--- src/rtl/cmd_sequencer.sv ---
// Command sequencer: buttons beat UART, a colliding UART byte waits one cycle, and UART commands get a 3-byte ack when CMD_ACK_EN is defined.
// Controls update 1 cycle after a strobe (2 if parked); ack bytes stall on i_tx_full and are aborted after TX_TIMEOUT stalled cycles.
module cmd_sequencer #(
   parameter int unsigned TX_TIMEOUT = 1000
) (
   input  logic       clk,
   input  logic       rst,
   input  logic [7:0] i_rx_data,
   input  logic       i_rx_done,
   input  logic       i_btn_run,
   input  logic       i_btn_clear,
   input  logic       i_btn_mode,
   input  logic       i_tx_full,
   output logic       o_run,
   output logic       o_clear,
   output logic       o_mode,
   output logic [7:0] o_tx_data,
   output logic       o_tx_push,
   output logic       o_ack_drop
);

   logic       pend_vld, pend_vld_nxt;
   logic [7:0] pend_data, pend_data_nxt;
   logic       exec_vld;
   logic [7:0] exec_data;
   logic       arb_drop, ack_fault;
   logic       run_nxt, mode_nxt, clear_nxt;

   always_comb begin
      exec_vld      = 1'b0;
      exec_data     = i_rx_data;
      pend_vld_nxt  = pend_vld;
      pend_data_nxt = pend_data;
      arb_drop      = 1'b0;
      run_nxt       = o_run;
      mode_nxt      = o_mode;
      clear_nxt     = 1'b0;
      if (i_btn_clear || i_btn_run || i_btn_mode) begin
         if (i_btn_clear) begin
            clear_nxt = 1'b1;
            run_nxt   = 1'b0;
         end else if (i_btn_run) begin
            run_nxt = !o_run;
         end else begin
            mode_nxt = !o_mode;
         end
         if (i_rx_done) begin
            if (pend_vld) begin
               arb_drop = 1'b1;
            end else begin
               pend_vld_nxt  = 1'b1;
               pend_data_nxt = i_rx_data;
            end
         end
      end else if (pend_vld) begin
         // The parked byte goes first; a fresh byte takes its slot.
         exec_vld      = 1'b1;
         exec_data     = pend_data;
         pend_vld_nxt  = i_rx_done;
         pend_data_nxt = i_rx_data;
      end else if (i_rx_done) begin
         exec_vld = 1'b1;
      end
      if (exec_vld) begin
         case (exec_data)
            8'h72:   run_nxt = !o_run;
            8'h63: begin
               clear_nxt = 1'b1;
               run_nxt   = 1'b0;
            end
            8'h6D:   mode_nxt = !o_mode;
            default: ;
         endcase
      end
   end

   always_ff @(posedge clk) begin
      if (rst) begin
         pend_vld   <= 1'b0;
         pend_data  <= 8'h00;
         o_run      <= 1'b0;
         o_mode     <= 1'b0;
         o_clear    <= 1'b0;
         o_ack_drop <= 1'b0;
      end else begin
         pend_vld   <= pend_vld_nxt;
         pend_data  <= pend_data_nxt;
         o_run      <= run_nxt;
         o_mode     <= mode_nxt;
         o_clear    <= clear_nxt;
         o_ack_drop <= arb_drop || ack_fault;
      end
   end

`ifdef CMD_ACK_EN
   typedef enum logic [1:0] {IDLE, SEND_CMD, SEND_CR, SEND_LF} ack_state_t;

   localparam logic [15:0] STALL_LAST = 16'(TX_TIMEOUT - 1);

   function automatic logic [7:0] ack_letter(input logic [7:0] cmd);
      case (cmd)
         8'h72:   return 8'h52;
         8'h63:   return 8'h43;
         8'h6D:   return 8'h4D;
         default: return 8'h3F;
      endcase
   endfunction

   ack_state_t  state, state_nxt;
   logic [15:0] stall_cnt, stall_nxt;
   logic        ack_req;
   logic [7:0]  ack_req_chr, tx_chr;

   // The ack request trails the control update by one cycle.
   always_ff @(posedge clk) begin
      if (rst) begin
         state       <= IDLE;
         stall_cnt   <= 16'd0;
         ack_req     <= 1'b0;
         ack_req_chr <= 8'h00;
         tx_chr      <= 8'h00;
      end else begin
         state     <= state_nxt;
         stall_cnt <= stall_nxt;
         ack_req   <= exec_vld;
         if (exec_vld)
            ack_req_chr <= ack_letter(exec_data);
         if (state == IDLE && ack_req)
            tx_chr <= ack_req_chr;
      end
   end

   always_comb begin
      state_nxt = state;
      stall_nxt = stall_cnt;
      ack_fault = 1'b0;
      o_tx_push = 1'b0;
      o_tx_data = 8'h00;
      case (state)
         SEND_CMD: o_tx_data = tx_chr;
         SEND_CR:  o_tx_data = 8'h0D;
         SEND_LF:  o_tx_data = 8'h0A;
         default:  o_tx_data = 8'h00;
      endcase
      if (state == IDLE) begin
         if (ack_req)
            state_nxt = SEND_CMD;
      end else begin
         if (ack_req)
            ack_fault = 1'b1;
         if (!i_tx_full) begin
            o_tx_push = 1'b1;
            stall_nxt = 16'd0;
            case (state)
               SEND_CMD: state_nxt = SEND_CR;
               SEND_CR:  state_nxt = SEND_LF;
               default:  state_nxt = IDLE;
            endcase
         end else if (stall_cnt == STALL_LAST) begin
            ack_fault = 1'b1;
            stall_nxt = 16'd0;
            state_nxt = IDLE;
         end else begin
            stall_nxt = stall_cnt + 16'd1;
         end
      end
   end
`else
   logic unused_ack_cfg;
   assign unused_ack_cfg = ^{i_tx_full, 16'(TX_TIMEOUT)};
   assign ack_fault      = 1'b0;
   assign o_tx_push      = 1'b0;
   assign o_tx_data      = 8'h00;
`endif

endmodule

--- config.mk ---
export PLATFORM = sky130hd
export DESIGN_NAME = cmd_sequencer
export DESIGN_NICKNAME = d
export VERILOG_FILES = /design/src/rtl/cmd_sequencer.sv
export SDC_FILE = /design/constraint.sdc
export NUM_CORES = 1
export LEC_CHECK = 0
export CORE_ASPECT_RATIO = 1.4
export CORE_UTILIZATION = 35
export DETAILED_ROUTE_END_ITERATION = 10
export PLACE_DENSITY_LB_ADDON = 0.08
export SLEW_MARGIN = 15
export SYNTH_ARGS = -nofsm -noshare
export SYNTH_HDL_FRONTEND = slang
export SYNTH_SLANG_ARGS = --single-unit
--- constraint.sdc ---
create_clock -name clk -period 2.3 [get_ports clk]
set_input_delay 0.345 -clock clk [delete_from_list [all_inputs] [get_ports clk]]
set_output_delay 0.345 -clock clk [all_outputs]
set_load 0.03 [all_outputs]
==> metrics.csv, run 1 <==
metric;value;unit
syn2layout_area_growth;30.1;%
placed_cell_area;916;um^2
postLayoutCoreUtil;48.3;%
required;2470;ps
tns;0;ps
crit_family;compound AO/OA/AOI/OAI gates;
initial_utilization;37.2;%
grt_max_degree;11;
cts_resized;0;
grt_pass1_vias;520;
synthTopCellsByArea;dfxtp_1 36%, mux2i_1 14%, buf_4 9.3%;
worst-path-stages;6;
dp_hpwl;1.14;mm
die_w;40.5;um
cts_tree;built;
fmax;0.492;GHz
hold_viol;0;
place_congestion;0.759;
netlist.area_leader.share;35.9;%
r2r-end;o_mode;
io_buffers;17;
wirelength;1.45;mm
cap_violations;0;
finalPower;0.509;mW
synth_seq_cells;13;
synth_top_family_by_area;simple AND/OR/NAND/NOR gates;
min_path_type;flop to flop;
critPathBufInv;1;
cpMaxStageDelayCell;or4bb_2;
worstMarginPinSlew;550;ps
path_clk_slew;80;ps
maxSlewViolCount;0;
crit_path_end;o_mode;
drtIter0Drc;4;
max_slew_margin;63.3;%
min_period;2030;ps
cts_num_sinks;13;
r2r_start;pend_vld;
postSynthCellCount;78;
placeableCoreArea;0.00195;mm^2
cts_hold_repair.buffers;0;
wl_per_cell;11.8;um
antenna_cells;0;
peakVddDrop;0.000301;V
path_class;input pin to flop;
numCtsBuffers;3;
nNetsFinal;118;
synth_top_area_cell;dfxtp_1;
drc;0;
crit_path_start;i_rx_data[5];
crit_arrival;2210;ps
max_stage_delay;600;ps
endpoint_kind;flop;
num_vias;617;
pwr_density_cell;541;mW/mm^2
fin_worst_skew;2.46;ps
worst-path-max-fanout;2;
status;completed;
via_per_inst;5.02;
regToRegSetupSlack;440;ps
die_area;0.00226;mm^2
startpoint_type;input pin;
crit_chain;clkdlybuf4s50_1 -> or4bb_2 -> o22ai_1 -> a21oi_1 -> o31a_1 -> o21ba_1;
synthAdderAreaFrac;0;%
ys_seq_area_share;35.9;%
fillers;195;
h-tree-depth;1;
period_share;88.4;%
clock_latency;270;ps
grt_pass1_wl;2.34;mm
synth_compound_gate_area_share;11.4;%
p_leak;0.382;nW
synth_xor_area_share;0;%
synth.cell_area;724;um^2
setup_violations;0;
synth_cell_types;27;
synth_simple_gate_area_share;25.7;%
rows;19;
antenna_left;0;
io_pins;28;
grt_overflow;0;
synthMuxAreaShare;13.8;%
syn_avg_cell_area;9.29;um^2
dieHeight;55.8;um
multi_input_area;403;um^2
rsz0062_at_grt;no;
reg2reg_depth;5;
yosys_warnings;0;
grt_use_total;15.2;%
antenna_found_initial;0;
cts_setup_buffers;0;
drive_above_1_share;14.7;%
first_pass_iters;2;
register_area;260;um^2
stdcell_area;942;um^2
clockBufferDepth;2;
cts_root_buf;clkbuf_4;
state kept, by name (all words and copies together), names as in the netlist:
name and count:
o_mode 1, o_ack_drop 1, o_run 1, o_clear 1
pend_vld 1, pend_data 8
cell usage after synthesis, drive strengths merged:
| cell type | count |
|---|---|
| or4b | 2 |
| o21ba | 1 |
| dfxtp | 13 |
| o22ai | 1 |
| nor3b | 1 |
| nor2 | 8 |
| buf | 11 |
| o31a | 1 |
| o31ai | 2 |
| nand3b | 6 |
| or3 | 1 |
| nor4b | 1 |
| nor4 | 1 |
| a21oi | 4 |
| clkbuf | 1 |
| a32oi | 1 |
| mux2i | 10 |
| or4bb | 3 |
| nand3 | 2 |
| nand2 | 4 |
| o21ai | 2 |
| inv | 1 |
| conb | 1 |
cell families after synthesis:
kind of cell	Yosys count
DFF	13
and+or+nand+nor	29
AOI/OAI and AO/OA	12
other	1
buffers and inverters	13
muxes	10
routing by layer:
metal  wire, um  share of wire, %  GRT usage, %
met4         17               1.2          8.57
met1        652                45          19.3
met5          0                 0             0
met3         60               4.1          6.00
met2        718                50          21.1
layout by cell type, fill, tap and decap left out:
cell type and instances:
o21ai_0 1, o21ba_1 1, o22ai_1 1, or4b_1 1, conb_1 9, clkbuf_4 3
o31a_1 1, a21oi_1 4, o31ai_1 2, clkdlybuf4s50_1 17, or3_1 1, o21ai_2 1
nor4_1 1, nand2_1 4, nor3b_1 1, nor2_1 8, clkbuf_1 1, or4b_2 1
or4bb_2 3, a32oi_1 1, mux2i_1 10, nor4b_1 1, buf_4 7, inv_1 1
dfxtp_1 13, nand3_1 2, nand3b_1 6
per-stage QoR:
step | cells | hold slack [ps] | worst slack (ps)
2_1_floorplan | 86 | 421 | 536
3_3_place_gp | 119 | 454 | -15.0
3_5_place_dp | 119 | 465 | -30.6
4_1_cts | 123 | 476 | 270
5_1_grt | 123 | 515 | 216
6_report | 123 | 480 | 267
area by class of cell:
cell class,instances,share of cell area [%]
inverter,1,0.398
clock buffer,4,2.79
tap,21,2.79
timing repair buffer,24,23.6
sequential,13,27.6
multi-input combinational,60,42.8
worst reg2reg max path, delay by kind of cell, from the launching register on:
| kind | cells | cell delay [ps] |
|---|---|---|
| AO/OA/AOI/OAI | 3 | 530 |
| multiplexers | 1 | 190 |
| flip-flops | 1 | 490 |
| AND/OR/NAND/NOR | 1 | 560 |
worst min path at each step:
| stage | from | to | slack [ps] | depth (start not counted) |
|---|---|---|---|---|
| after floorplan | rst | o_ack_drop | 420 | 1 |
| after global placement | o_run | o_run | 450 | 1 |
| after detailed placement | o_run | o_run | 460 | 1 |
| after CTS | o_run | o_run | 480 | 1 |
| after global routing | o_run | o_run | 510 | 1 |
| final | o_run | o_run | 480 | 1 |
where the power goes:
part / total, mW / switching (mW) / internal (mW)
Combinational: 0.117 / 0.0609 / 0.0565
Clock: 0.141 / 0.0743 / 0.0671
Sequential: 0.251 / 0.0114 / 0.239
Total: 0.509 / 0.147 / 0.363
(Power assumes the default switching activity.)
==> run 2: changes to the inputs <==
--- a/config.mk
+++ b/config.mk
@@ -5,10 +5,13 @@
 export SDC_FILE = /design/constraint.sdc
 export NUM_CORES = 1
 export LEC_CHECK = 0
+export CELL_PAD_IN_SITES_DETAIL_PLACEMENT = 1
+export CELL_PAD_IN_SITES_GLOBAL_PLACEMENT = 2
 export CORE_ASPECT_RATIO = 1.4
-export CORE_UTILIZATION = 35
+export CORE_UTILIZATION = 24
 export DETAILED_ROUTE_END_ITERATION = 10
 export PLACE_DENSITY_LB_ADDON = 0.08
+export SKIP_LAST_GASP = 1
 export SLEW_MARGIN = 15
 export SYNTH_ARGS = -nofsm -noshare
 export SYNTH_HDL_FRONTEND = slang
==> run 2 against run 1 <==
Setup slack lost 71 ps. Final area grew 4.9%. Global-route usage fell by 2.1 points. Total power increased by 14%. Register-to-register slack worse by 70 ps. Combinational power up 3%.
==> metrics.csv, run 2 (synthesis gave the netlist of run 1 again) <==
metric;value;unit;change
io_buffers;17;;unchanged
timing.final.ws_setup;196;ps;-70.8 ps
endpoint_kind;flop;;
antenna_left;0;;unchanged
r2r_start;pend_vld;;
cpMaxStageDelayCell;or4bb_2;;
placeableCoreArea;0.00288;mm^2;+48%
path_clk_slew;60;ps;-20 ps
grt_pass1_wl;3.23;mm;+38%
p_leak;0.395;nW;+3.3%
wl_per_cell;12.9;um;+9.5%
initial_utilization;25.2;%;-12 points
tns;0;ps;unchanged
fmax;0.475;GHz;-3.4%
clockBufferDepth;2;;unchanged
crit_path_end;o_mode;;
max_stage_delay;610;ps;about the same
status;completed;;
layout_commonest_cell;clkdlybuf4s50_1;;
min_period;2100;ps;+70.8 ps
hold_ws;472;ps;-7.76 ps
finalPower;0.580;mW;+14%
grt_use_total;13.1;%;-2.1 points
dp_cells;136;;+14%
grt_max_degree;11;;unchanged
rsz0062_at_grt;no;;
largest_reg_flops;8;;unchanged
worstMarginPinSlew;582;ps;+32.2 ps
dieHeight;67.0;um;+20%
clock_latency;240;ps;-30 ps
cap_violations;0;;unchanged
wirelength;1.81;mm;+25%
setup_violations;0;;unchanged
regToRegSetupSlack;370;ps;-70 ps
cts_root_buf;clkbuf_8;;
critPathBufInv;1;;unchanged
die_w;48.4;um;+20%
stdcell_area;988;um^2;+4.9%
cts_hold_repair.buffers;0;;unchanged
startpoint_type;input pin;;
crit_chain;clkdlybuf4s50_1 -> or4bb_2 -> o22ai_1 -> a21oi_1 -> o31a_1 -> o21ba_1;;
rows;23;;+4
fillers;354;;+82%
antenna_cells;0;;unchanged
num_vias;631;;+2.3%
cts_tree;built;;
drive_above_1_share;15.5;%;+0.83 points
final_cells;140;;+14%
io_pins;28;;unchanged
postLayoutCoreUtil;34.3;%;-14 points
cts_num_sinks;13;;unchanged
layout_common_cells;17 x clkdlybuf4s50_1, 13 x dfxtp_1, 10 x mux2i_1, 9 x conb_1;;
crit_arrival;2250;ps;+40 ps
nNetsFinal;119;;+0.85%
peakVddDrop;0.000257;V;-14%
hold_viol;0;;unchanged
r2r-end;o_mode;;
grt_pass1_vias;709;;+36%
grt_overflow;0;;unchanged
via_per_inst;4.51;;-10%
min_path_type;flop to flop;;
worst-path-stages;6;;unchanged
h-tree-depth;1;;unchanged
pwr_density_cell;586;mW/mm^2;+8.4%
drtIter0Drc;12;;+8
reg2reg_depth;5;;unchanged
drc;0;;unchanged
die_area;0.00325;mm^2;+44%
crit_path_start;i_rx_data[5];;
cts_resized;0;;unchanged
maxSlewViolCount;0;;unchanged
numCtsBuffers;3;;unchanged
first_pass_iters;2;;unchanged
pre_cts_ws;-66.1;ps;-35.6 ps
required;2440;ps;-30 ps
largest-register;pend_data;;
path_class;input pin to flop;;
max_slew_margin;61.2;%;-2.1 points
fin_worst_skew;3.76;ps;+1.30 ps
crit_family;compound AO/OA/AOI/OAI gates;;
place_congestion;0.710;;-6.4%
placed_cell_area;943;um^2;+3.0%
worst-path-max-fanout;2;;unchanged
cts_setup_buffers;0;;unchanged
dp_hpwl;1.48;mm;+30%
antenna_found_initial;0;;unchanged
period_share;91.5;%;+3.1 points
syn2layout_area_growth;36.4;%;
run 2: changes by cell type in the layout (fill, tap and decap cells not counted), sizes merged:
cell	previous run	this run
buf	7	8
run 2: metal layers:
layer  GRT usage [%]  up-vias  share of wire, %
met4            7.72        0               2.1
met2            23.1       15                52
met3            2.51        4               3.3
met5               0        -                 0
met1            14.6      297                43
li1                -      315                 -
run 2: worst reg2reg max path, cell delays in order (launching register included):
cell and delay [ps]:
dfxtp_1 510, or4b_1 570, mux2i_1 200, a21oi_1 110, o31a_1 260, o21ba_1 180
run 2: where the power goes:
| part | leakage [nW] | switching [mW] | internal (mW) |
|---|---|---|---|
| clock | 0.0228 | 0.0848 | 0.122 |
| combinational | 0.265 | 0.0630 | 0.0576 |
| sequential | 0.107 | 0.0120 | 0.240 |
| total | 0.395 | 0.160 | 0.420 |
run 2: worst min path at each step:
stage | cells past startpoint | endpoint | start
after CTS | 1 | o_run | o_run
after detailed placement | 1 | o_run | o_run
after floorplan | 1 | o_ack_drop | rst
after global placement | 1 | o_run | o_run
final | 1 | o_run | o_run
after global routing | 1 | o_run | o_run
run 2: cell type report:
cell class	count	area, um^2	share of cell area [%]
Clock buffer	4	45.0	4.56
Tap cell	37	46.3	4.68
Inverter	1	3.75	0.380
Sequential cell	13	260	26.3
Multi-Input combinational cell	60	403	40.8
Timing Repair Buffer	25	230	23.3
